### src/rtl/median9_pkg.sv
// median9_pkg: definitions shared by the 3x3 median filter core.
//   DATA_W          : default pixel width in bits (unsigned pixels)
//   MEDIAN9_LATENCY : number of register stages from window input to pixel_out
//   pixel_t         : one pixel at the default width
package median9_pkg;

  localparam int DATA_W          = 8;
  localparam int MEDIAN9_LATENCY = 3;

  typedef logic [DATA_W-1:0] pixel_t;

endpackage : median9_pkg

### src/rtl/median9_sort_if.sv
// median9_sort_if: pixel bus between the window generator and the median core.
//   pixel_in0..pixel_in8 : 3x3 window, row-major (0..2 top, 3..5 middle, 6..8 bottom)
//   pixel_out            : registered median of the window presented 3 cycles earlier
//   in_valid / out_valid : present only when MEDIAN9_VALID_EN is defined
// Modports: master drives the window (producer side), slave is the median core.
interface median9_sort_if #(
  parameter int DATA_W = median9_pkg::DATA_W
);

  logic [DATA_W-1:0] pixel_in0;
  logic [DATA_W-1:0] pixel_in1;
  logic [DATA_W-1:0] pixel_in2;
  logic [DATA_W-1:0] pixel_in3;
  logic [DATA_W-1:0] pixel_in4;
  logic [DATA_W-1:0] pixel_in5;
  logic [DATA_W-1:0] pixel_in6;
  logic [DATA_W-1:0] pixel_in7;
  logic [DATA_W-1:0] pixel_in8;
  logic [DATA_W-1:0] pixel_out;
`ifdef MEDIAN9_VALID_EN
  logic              in_valid;
  logic              out_valid;
`endif

`ifdef MEDIAN9_VALID_EN
  modport master (
    output pixel_in0, pixel_in1, pixel_in2, pixel_in3, pixel_in4,
           pixel_in5, pixel_in6, pixel_in7, pixel_in8, in_valid,
    input  pixel_out, out_valid
  );
  modport slave (
    input  pixel_in0, pixel_in1, pixel_in2, pixel_in3, pixel_in4,
           pixel_in5, pixel_in6, pixel_in7, pixel_in8, in_valid,
    output pixel_out, out_valid
  );
`else
  modport master (
    output pixel_in0, pixel_in1, pixel_in2, pixel_in3, pixel_in4,
           pixel_in5, pixel_in6, pixel_in7, pixel_in8,
    input  pixel_out
  );
  modport slave (
    input  pixel_in0, pixel_in1, pixel_in2, pixel_in3, pixel_in4,
           pixel_in5, pixel_in6, pixel_in7, pixel_in8,
    output pixel_out
  );
`endif

endinterface : median9_sort_if

### src/rtl/median9_sort_sort3.sv
// sort3: combinational three-input ascending sorter.
//   a, b, c : unsigned inputs
//   lo      : smallest, mid : middle (doubles as median3), hi : largest
// Three compare-exchange steps; ties may swap, which never changes the values.
module sort3 #(
  parameter int DATA_W = median9_pkg::DATA_W
) (
  input  logic [DATA_W-1:0] a,
  input  logic [DATA_W-1:0] b,
  input  logic [DATA_W-1:0] c,
  output logic [DATA_W-1:0] lo,
  output logic [DATA_W-1:0] mid,
  output logic [DATA_W-1:0] hi
);

  logic [DATA_W-1:0] ab_lo_s;
  logic [DATA_W-1:0] ab_hi_s;
  logic [DATA_W-1:0] bc_lo_s;

  // order a/b, then push the larger against c, then settle the low pair
  assign ab_lo_s = (a > b) ? b : a;
  assign ab_hi_s = (a > b) ? a : b;
  assign hi      = (ab_hi_s > c) ? ab_hi_s : c;
  assign bc_lo_s = (ab_hi_s > c) ? c : ab_hi_s;
  assign lo      = (ab_lo_s > bc_lo_s) ? bc_lo_s : ab_lo_s;
  assign mid     = (ab_lo_s > bc_lo_s) ? ab_lo_s : bc_lo_s;

endmodule : sort3

### src/rtl/median9_sort.sv
// median9_sort: pipelined 3x3 median filter, one window per clock, latency 3.
//   clk : rising-edge clock
//   rst : asynchronous active-high reset, clears every stage and pixel_out
//   bus : median9_sort_if.slave (window in, median out, optional valid pair)
// Optional feature macro: MEDIAN9_VALID_EN adds in_valid/out_valid tracking.
// Stage 1 sorts each row, stage 2 sorts each column of the row-sorted grid,
// stage 3 takes median3 of the anti-diagonal, which is the window median.
module median9_sort #(
  parameter int DATA_W = median9_pkg::DATA_W
) (
  input logic          clk,
  input logic          rst,
  median9_sort_if.slave bus
);

  import median9_pkg::*;

  logic [DATA_W-1:0] row_in_s [3][3];   // [row][position]
  logic [DATA_W-1:0] row_s    [3][3];   // [row][L/M/H]
  logic [DATA_W-1:0] s1_r     [3][3];
  logic [DATA_W-1:0] col_s    [3][3];   // [rank][column]
  logic [DATA_W-1:0] s2_r     [3][3];
  logic [DATA_W-1:0] med_s;
  logic [DATA_W-1:0] diag_lo_unused;
  logic [DATA_W-1:0] diag_hi_unused;
  logic [DATA_W-1:0] pixel_out_r;

  assign row_in_s[0][0] = bus.pixel_in0;
  assign row_in_s[0][1] = bus.pixel_in1;
  assign row_in_s[0][2] = bus.pixel_in2;
  assign row_in_s[1][0] = bus.pixel_in3;
  assign row_in_s[1][1] = bus.pixel_in4;
  assign row_in_s[1][2] = bus.pixel_in5;
  assign row_in_s[2][0] = bus.pixel_in6;
  assign row_in_s[2][1] = bus.pixel_in7;
  assign row_in_s[2][2] = bus.pixel_in8;

  for (genvar row = 0; row < 3; row++) begin : g_row
    sort3 #(.DATA_W(DATA_W)) u_row_sort (
      .a  (row_in_s[row][0]),
      .b  (row_in_s[row][1]),
      .c  (row_in_s[row][2]),
      .lo (row_s[row][0]),
      .mid(row_s[row][1]),
      .hi (row_s[row][2])
    );
  end

  for (genvar col = 0; col < 3; col++) begin : g_col
    sort3 #(.DATA_W(DATA_W)) u_col_sort (
      .a  (s1_r[0][col]),
      .b  (s1_r[1][col]),
      .c  (s1_r[2][col]),
      .lo (col_s[0][col]),
      .mid(col_s[1][col]),
      .hi (col_s[2][col])
    );
  end

  // after row and column sorting the median lies on the anti-diagonal
  sort3 #(.DATA_W(DATA_W)) u_diag_sort (
    .a  (s2_r[0][2]),
    .b  (s2_r[1][1]),
    .c  (s2_r[2][0]),
    .lo (diag_lo_unused),
    .mid(med_s),
    .hi (diag_hi_unused)
  );

  // three pipeline stages: row-sorted grid, column-sorted grid, median
  always_ff @(posedge clk or posedge rst) begin
    if (rst) begin
      for (int i = 0; i < 3; i++) begin
        for (int j = 0; j < 3; j++) begin
          s1_r[i][j] <= '0;
          s2_r[i][j] <= '0;
        end
      end
      pixel_out_r <= '0;
    end else begin
      s1_r        <= row_s;
      s2_r        <= col_s;
      pixel_out_r <= med_s;
    end
  end

  assign bus.pixel_out = pixel_out_r;

`ifdef MEDIAN9_VALID_EN
  logic [MEDIAN9_LATENCY-1:0] valid_r;

  // valid flag shifted alongside the data stages
  always_ff @(posedge clk or posedge rst) begin
    if (rst) begin
      valid_r <= '0;
    end else begin
      valid_r <= {valid_r[MEDIAN9_LATENCY-2:0], bus.in_valid};
    end
  end

  assign bus.out_valid = valid_r[MEDIAN9_LATENCY-1];
`endif

endmodule : median9_sort

### src/flat_wrapper.sv
// flat-port wrapper written by rule: the top's interface ports become plain ports
module median9_sort_flat import median9_pkg::*;
#(
  parameter int DATA_W = median9_pkg::DATA_W
)
  (clk, rst, bus_pixel_in0, bus_pixel_in1, bus_pixel_in2, bus_pixel_in3, bus_pixel_in4, bus_pixel_in5, bus_pixel_in6, bus_pixel_in7, bus_pixel_in8, bus_pixel_out);
  median9_sort_if #(.DATA_W(DATA_W)) bus_i ();
  input logic clk;
  input logic rst;
  input wire logic [$bits(bus_i.pixel_in0)-1:0] bus_pixel_in0;
  input wire logic [$bits(bus_i.pixel_in1)-1:0] bus_pixel_in1;
  input wire logic [$bits(bus_i.pixel_in2)-1:0] bus_pixel_in2;
  input wire logic [$bits(bus_i.pixel_in3)-1:0] bus_pixel_in3;
  input wire logic [$bits(bus_i.pixel_in4)-1:0] bus_pixel_in4;
  input wire logic [$bits(bus_i.pixel_in5)-1:0] bus_pixel_in5;
  input wire logic [$bits(bus_i.pixel_in6)-1:0] bus_pixel_in6;
  input wire logic [$bits(bus_i.pixel_in7)-1:0] bus_pixel_in7;
  input wire logic [$bits(bus_i.pixel_in8)-1:0] bus_pixel_in8;
  output wire logic [$bits(bus_i.pixel_out)-1:0] bus_pixel_out;
  assign bus_i.pixel_in0 = bus_pixel_in0;
  assign bus_i.pixel_in1 = bus_pixel_in1;
  assign bus_i.pixel_in2 = bus_pixel_in2;
  assign bus_i.pixel_in3 = bus_pixel_in3;
  assign bus_i.pixel_in4 = bus_pixel_in4;
  assign bus_i.pixel_in5 = bus_pixel_in5;
  assign bus_i.pixel_in6 = bus_pixel_in6;
  assign bus_i.pixel_in7 = bus_pixel_in7;
  assign bus_i.pixel_in8 = bus_pixel_in8;
  assign bus_pixel_out = bus_i.pixel_out;
  median9_sort #(.DATA_W(DATA_W)) u_core (.clk(clk), .rst(rst), .bus(bus_i));
endmodule
### config.mk
export PLATFORM = sky130hd
export DESIGN_NAME = median9_sort_flat
export DESIGN_NICKNAME = d
export VERILOG_FILES = /design/src/rtl/median9_pkg.sv /design/src/rtl/median9_sort_if.sv /design/src/rtl/median9_sort_sort3.sv /design/src/rtl/median9_sort.sv /design/src/flat_wrapper.sv
export SDC_FILE = /design/constraint.sdc
export NUM_CORES = 1
export LEC_CHECK = 0
export CORE_MARGIN = 2
export CORE_UTILIZATION = 65
export DETAILED_ROUTE_END_ITERATION = 8
export GPL_TIMING_DRIVEN = 0
export HOLD_SLACK_MARGIN = 0.02
export PLACE_DENSITY = 0.95
export SKIP_CTS_REPAIR_TIMING = 1
export SYNTH_ARGS = -nofsm -noshare
export SYNTH_HDL_FRONTEND = slang
export SYNTH_SLANG_ARGS = --single-unit
### constraint.sdc
create_clock -name clk -period 7.9 [get_ports clk]
set_input_delay 1.58 -clock clk [delete_from_list [all_inputs] [get_ports clk]]
set_output_delay 1.58 -clock clk [all_outputs]
set_load 0.02 [all_outputs]
# Yosys cells after proc, flatten, opt, wreduce, memory -nomap -nowiden
# Index checks and enable logic that the tools add are counted.
# word_totals
out_inout_bits,8
reg_bits,104
# op_classes
mux,32
order_cmp,20
# op_table
operator,count
two-way mux 8 bit,32
greater-than comparator 8 bit,20

# Logic depth before layout (Yosys ltp)
# logic_depth
ltp_word,6
ltp_mapped,27
ltp_nobuf,23

# Modules after synthesis
# A second synthesis with hierarchy kept.
# hier_totals
hier_cells,1282
area_unflattened_um2,12384.4
# by_module_without_submodules
mod,cells_per_inst,seq_area_each_um2,instances,area_per_inst_um2
sort3 at u_core.g_col[0].u_col_sort ...,170,0.0,6,1417.6
median9_sort,105,2602.5,1,2606.2
sort3 at u_core.u_diag_sort,157,0.0,1,1272.5

# Worst setup path before layout
# No wires, ideal clock.
# synth_path
path_type,input port to flip-flop
from,input port bus_pixel_in1[1]
to,register u_core.s1_r[64] (netlist name)
setup_slack_ns,1.804
path_buffers,4
arrival_time_ns,6.030
cell_stages,24
path_cell_list,inv_1 -> ha_1 -> nor2b_1 -> o211ai_1 -> a21oi_1 -> o22ai_1 -> buf_4 -> buf_4 -> mux2_2 -> ha_1 -> nor2b_1 -> o211ai_1 -> a21oi_1 -> o21ai_2 -> buf_6 -> buf_2 -> mux2i_1 -> ha_1 -> nor2b_1 -> o211ai_1 -> a21oi_1 -> o22ai_2 -> mux2i_1 -> o221a_2
# synth_via
elab_chain_cells,6
# synth_lines
item,line,rtl
from (decl),flat_wrapper.sv:11,input wire logic [$bits(bus_i.pixel_in1)-1:0] bus_pixel_in1;
greater-than comparator 8 bit,"median9_sort_sort3.sv:21, median9_sort_sort3.sv:22",
two-way mux 8 bit,median9_sort_sort3.sv:22,assign ab_hi_s = (a > b) ? a : b;
greater-than comparator 8 bit,median9_sort_sort3.sv:24,assign bc_lo_s = (ab_hi_s > c) ? c : ab_hi_s;
two-way mux 8 bit,median9_sort_sort3.sv:24,
greater-than comparator 8 bit,median9_sort_sort3.sv:25,assign lo = (ab_lo_s > bc_lo_s) ? bc_lo_s : ab_lo_s;
two-way mux 8 bit *,median9_sort_sort3.sv:25,
named net u_core.g_row[0].u_row_sort.lo[0],median9_sort_sort3.sv:11,"output logic [DATA_W-1:0] lo,"
to (signal assigned),median9_sort.sv:81,s1_r <= row_s;
to (decl),median9_sort.sv:20,logic [DATA_W-1:0] s1_r [3][3];
# Mark *: on every way through the listed nets, which the timed path passes. The rest lies on a longest branch.

# Worst setup path in the final report
# layout_path
from,input port bus_pixel_in4[7]
to,register u_core.s1_r[32] (netlist name)
# layout_via
elab_chain_cells,6
# layout_lines
item,line,rtl
from (decl),flat_wrapper.sv:14,input wire logic [$bits(bus_i.pixel_in4)-1:0] bus_pixel_in4;
greater-than comparator 8 bit,"median9_sort_sort3.sv:21, median9_sort_sort3.sv:22",
two-way mux 8 bit,median9_sort_sort3.sv:22,
greater-than comparator 8 bit,median9_sort_sort3.sv:24,
two-way mux 8 bit,median9_sort_sort3.sv:24,
greater-than comparator 8 bit,median9_sort_sort3.sv:26,assign mid = (ab_lo_s > bc_lo_s) ? ab_lo_s : bc_lo_s;
two-way mux 8 bit *,median9_sort_sort3.sv:26,
named net u_core.g_row[1].u_row_sort.mid[0],median9_sort_sort3.sv:12,"output logic [DATA_W-1:0] mid,"
# Marks and branches as above.

==> impl_metrics.ini <==
[status]
status = finished, violations left
violations = design-rule violations

[global_route]
antenna_found_initial = 0
grt_pass1_vias = 9162
grt_usage_pct = 35.0
grt_pass1_wl_mm = 44.8
grt.busiest_layer = met2
grt_overflow = 0
grt_util_met1_pct = 41.8
met3_usage_pct = 5.31
use_met2_pct = 61.8
grt_max_degree = 81

[placed_design]
place.port_buffers = 81
place.gp.congestion = 1.02
placed_area_um2 = 10900
hpwl_mm = 21.8

[clock_network]
insertion_delay_ns = 0.36
cts.sinks = 104
numCtsBuffers = 9
cts_buffer_depth = 2
cts-htree-levels = 3
clk_pin_slew_worst_paths_ns = 0.08
cts_tree = yes
cts_root_buf = clkbuf_16

[synth]
syn_inst = 1109
yosysMostFrequentCell = ha_1
ys.flop_type = dfrtp_1
ys.warnings.count = 0
yosys.area.top_type = dfrtp_1
netlist_area_um2 = 9810
async_flop_share_pct = 100
synth-seq-cells = 104
synth_top_area_share_pct = 26.5
synth-edff-count = 0
avgSynthCellArea_um2 = 8.84
synth_nets = 1343
ys_types = 51
synth.area.top_cells = dfrtp_1 (27%), ha_1 (20%), mux2i_1 (5.8%)
ys_seq_area_share_pct = 26.5
synth_common_cells = ha_1 (160), inv_1 (133), a21oi_1 (113)

[detailed_routing]
drtAntennaViolNets = 0
post_drt_wl_per_cell_um = 20.3
drcViolationCount = 12
routed_wl_mm = 28.3
vias = 9348
firstDrtPassIters = 9
via_per_inst = 6.72
drt_iter0_drc = 1079

[worst_setup_path]
cp.required_ns = 8.14
critPathKind = primary input to flop
crit_fanout = 10
r2r_slack_ns = 2.02
crit_arrival_ns = 7.54
worst_setup_path_start_kind = primary input
end_kind = flop
r2r-start = u_core.s1_r[49]$_DFF_PP0_
reg2reg_depth = 21
startpoint = bus_pixel_in4[7]
worstReg2RegEnd = u_core.s2_r[55]$_DFF_PP0_

[final_layout]
antenna_cells = 0
final_nets = 1436
synthToLayoutAreaGrowth_pct = 14.1
drive_above_1_share_pct = 11.7
design_area_um2 = 11200
finalCoreUtilization_pct = 76.4

[timing]
worstMarginPinSlew_ns = 0.705
hold_ws_ns = 0.527
hold_viol = 0
fin_skew_ns = 0.0105
setup_tns_ns = 0
fin_crit_sh_pct = 92.3
fmax_ghz = 0.137
setup_violations = 0
relSlewSlack_pct = 51.7
slew_viol_final = 0
grt_setup_unrepaired = no
layout_min_cycle_time_ns = 7.29

[floorplan]
die_h_um = 127
dieArea_um2 = 16100
num_rows = 44
die_w_um = 127
io_pins = 82
coreArea_um2 = 14600
initial_core_util_pct = 67.0

[hold_path]
worstHoldEndpoint = u_core.s2_r[23]$_DFF_PP0_
min_from = u_core.s1_r[23]$_DFF_PP0_
worstHoldPathCells = 1
min_path_type = flop to flop

[job]
drv_cap = 0

[power]
combPwrFrac_pct = 74.3
p_leak_nw = 5.39
power_density_nw_per_um2 = 504
seq_power_share_pct = 17.3
internal_power_w = 0.00277
switchingPower_w = 0.00287
peakVddDrop_v = 0.000340
switching_share_pct = 50.9
power.share.clock_pct = 8.4
-- worst max-delay path: stages --
cell             delay (ns)
clkdlybuf4s50_1        0.60
inv_1                  0.10
ha_1                   0.32
nand4_1                0.20
nor2_1                 0.29
nor2b_1                0.15
nor2_4                 0.22
buf_6                  0.18
mux2_4                 0.33
ha_1                   0.31
nor2b_1                0.14
o211ai_1               0.16
a21oi_1                0.08
o21bai_1               0.23
buf_2                  0.33
clkbuf_1               0.40
a21oi_1                0.13
ha_1                   0.29
nand3_1                0.08
or3_1                  0.33
o211ai_1               0.18
a21oi_1                0.12
a21oi_2                0.33
o22ai_1                0.14
a21oi_1                0.28
-- how the worst max path moves through the flow --
| stage | depth (start not counted) | end | slack [ns] |
|---|---|---|---|
| after floorplan | 24 | u_core.s1_r[64]$_DFF_PP0_ | 1.80 |
| after global placement | 25 | u_core.s1_r[32]$_DFF_PP0_ | 0.57 |
| after detailed placement | 25 | u_core.s1_r[32]$_DFF_PP0_ | 0.39 |
| after CTS | 25 | u_core.s1_r[32]$_DFF_PP0_ | 0.70 |
| after global routing | 25 | u_core.s1_r[32]$_DFF_PP0_ | 0.21 |
| final | 25 | u_core.s1_r[32]$_DFF_PP0_ | 0.61 |
-- power groups by stage --
| stage | logic, W | clock network, W | registers [W] |
|---|---|---|---|
| after floorplan | 0.00301 | 0 | 0.000902 |
| after global placement | 0.00379 | 0 | 0.000959 |
| after global routing | 0.00457 | 0.000493 | 0.000985 |
| final | 0.00419 | 0.000474 | 0.000976 |
| after detailed placement | 0.00397 | 0 | 0.000970 |
| after CTS | 0.00407 | 0.000474 | 0.000963 |
-- layer usage --
| metal | share of wire, % | up-vias | routed length [µm] |
|---|---|---|---|
| met1 | 37 | 4383 | 10600 |
| met3 | 8.9 | 126 | 2520 |
| li1 | - | 4260 | - |
| met2 | 49 | 579 | 13700 |
| met5 | 0 | - | 0 |
| met4 | 5.2 | 0 | 1470 |
-- final cells by class --
class / count / area, µm²
clock inverters: 6 / 73.8
fillers: 955 / 3450
plain buffers: 33 / 178
well taps: 184 / 230
repair buffers: 82 / 838
multi-input cells: 839 / 6530
inverters: 133 / 502
flip-flops and latches: 104 / 2600
clock buffers: 10 / 239
-- cells in the final DEF (no fill, tap or decap), types with 36 or more instances in the layout --
cell type / n
inv_1: 132
a21oi_1: 113
nand4_1: 36
nand2_1: 102
mux2i_1: 57
o21ai_0: 77
mux2_2: 41
dfrtp_1: 104
clkdlybuf4s50_1: 81
nor2_1: 51
ha_1: 160
-- through the flow --
step | instances | power, W | worst slack, ns
5_1_grt | 1391 | 0.00605 | 0.210
3_5_place_dp | 1375 | 0.00494 | 0.391
3_3_place_gp | 1374 | 0.00475 | 0.571
4_1_cts | 1391 | 0.00551 | 0.701
6_report | 1391 | 0.00564 | 0.605
2_1_floorplan | 1109 | 0.00392 | 1.80
-- flip-flops by register name, summed over array words and instances, names as in the netlist --
register / cells
u_core.s2_r: 24
u_core.s1_r: 72
u_core.bus.pixel_out: 8
-- cells by family after synthesis --
| logic type | share of synthesized area [%] |
|---|---|
| flops | 26.5 |
| fa+ha+maj | 20.4 |
| buf+inv | 6.90 |
| simple gates | 12.3 |
| mux | 11.6 |
| compound gates | 22.3 |
Power figures use the tool's default switching activity.
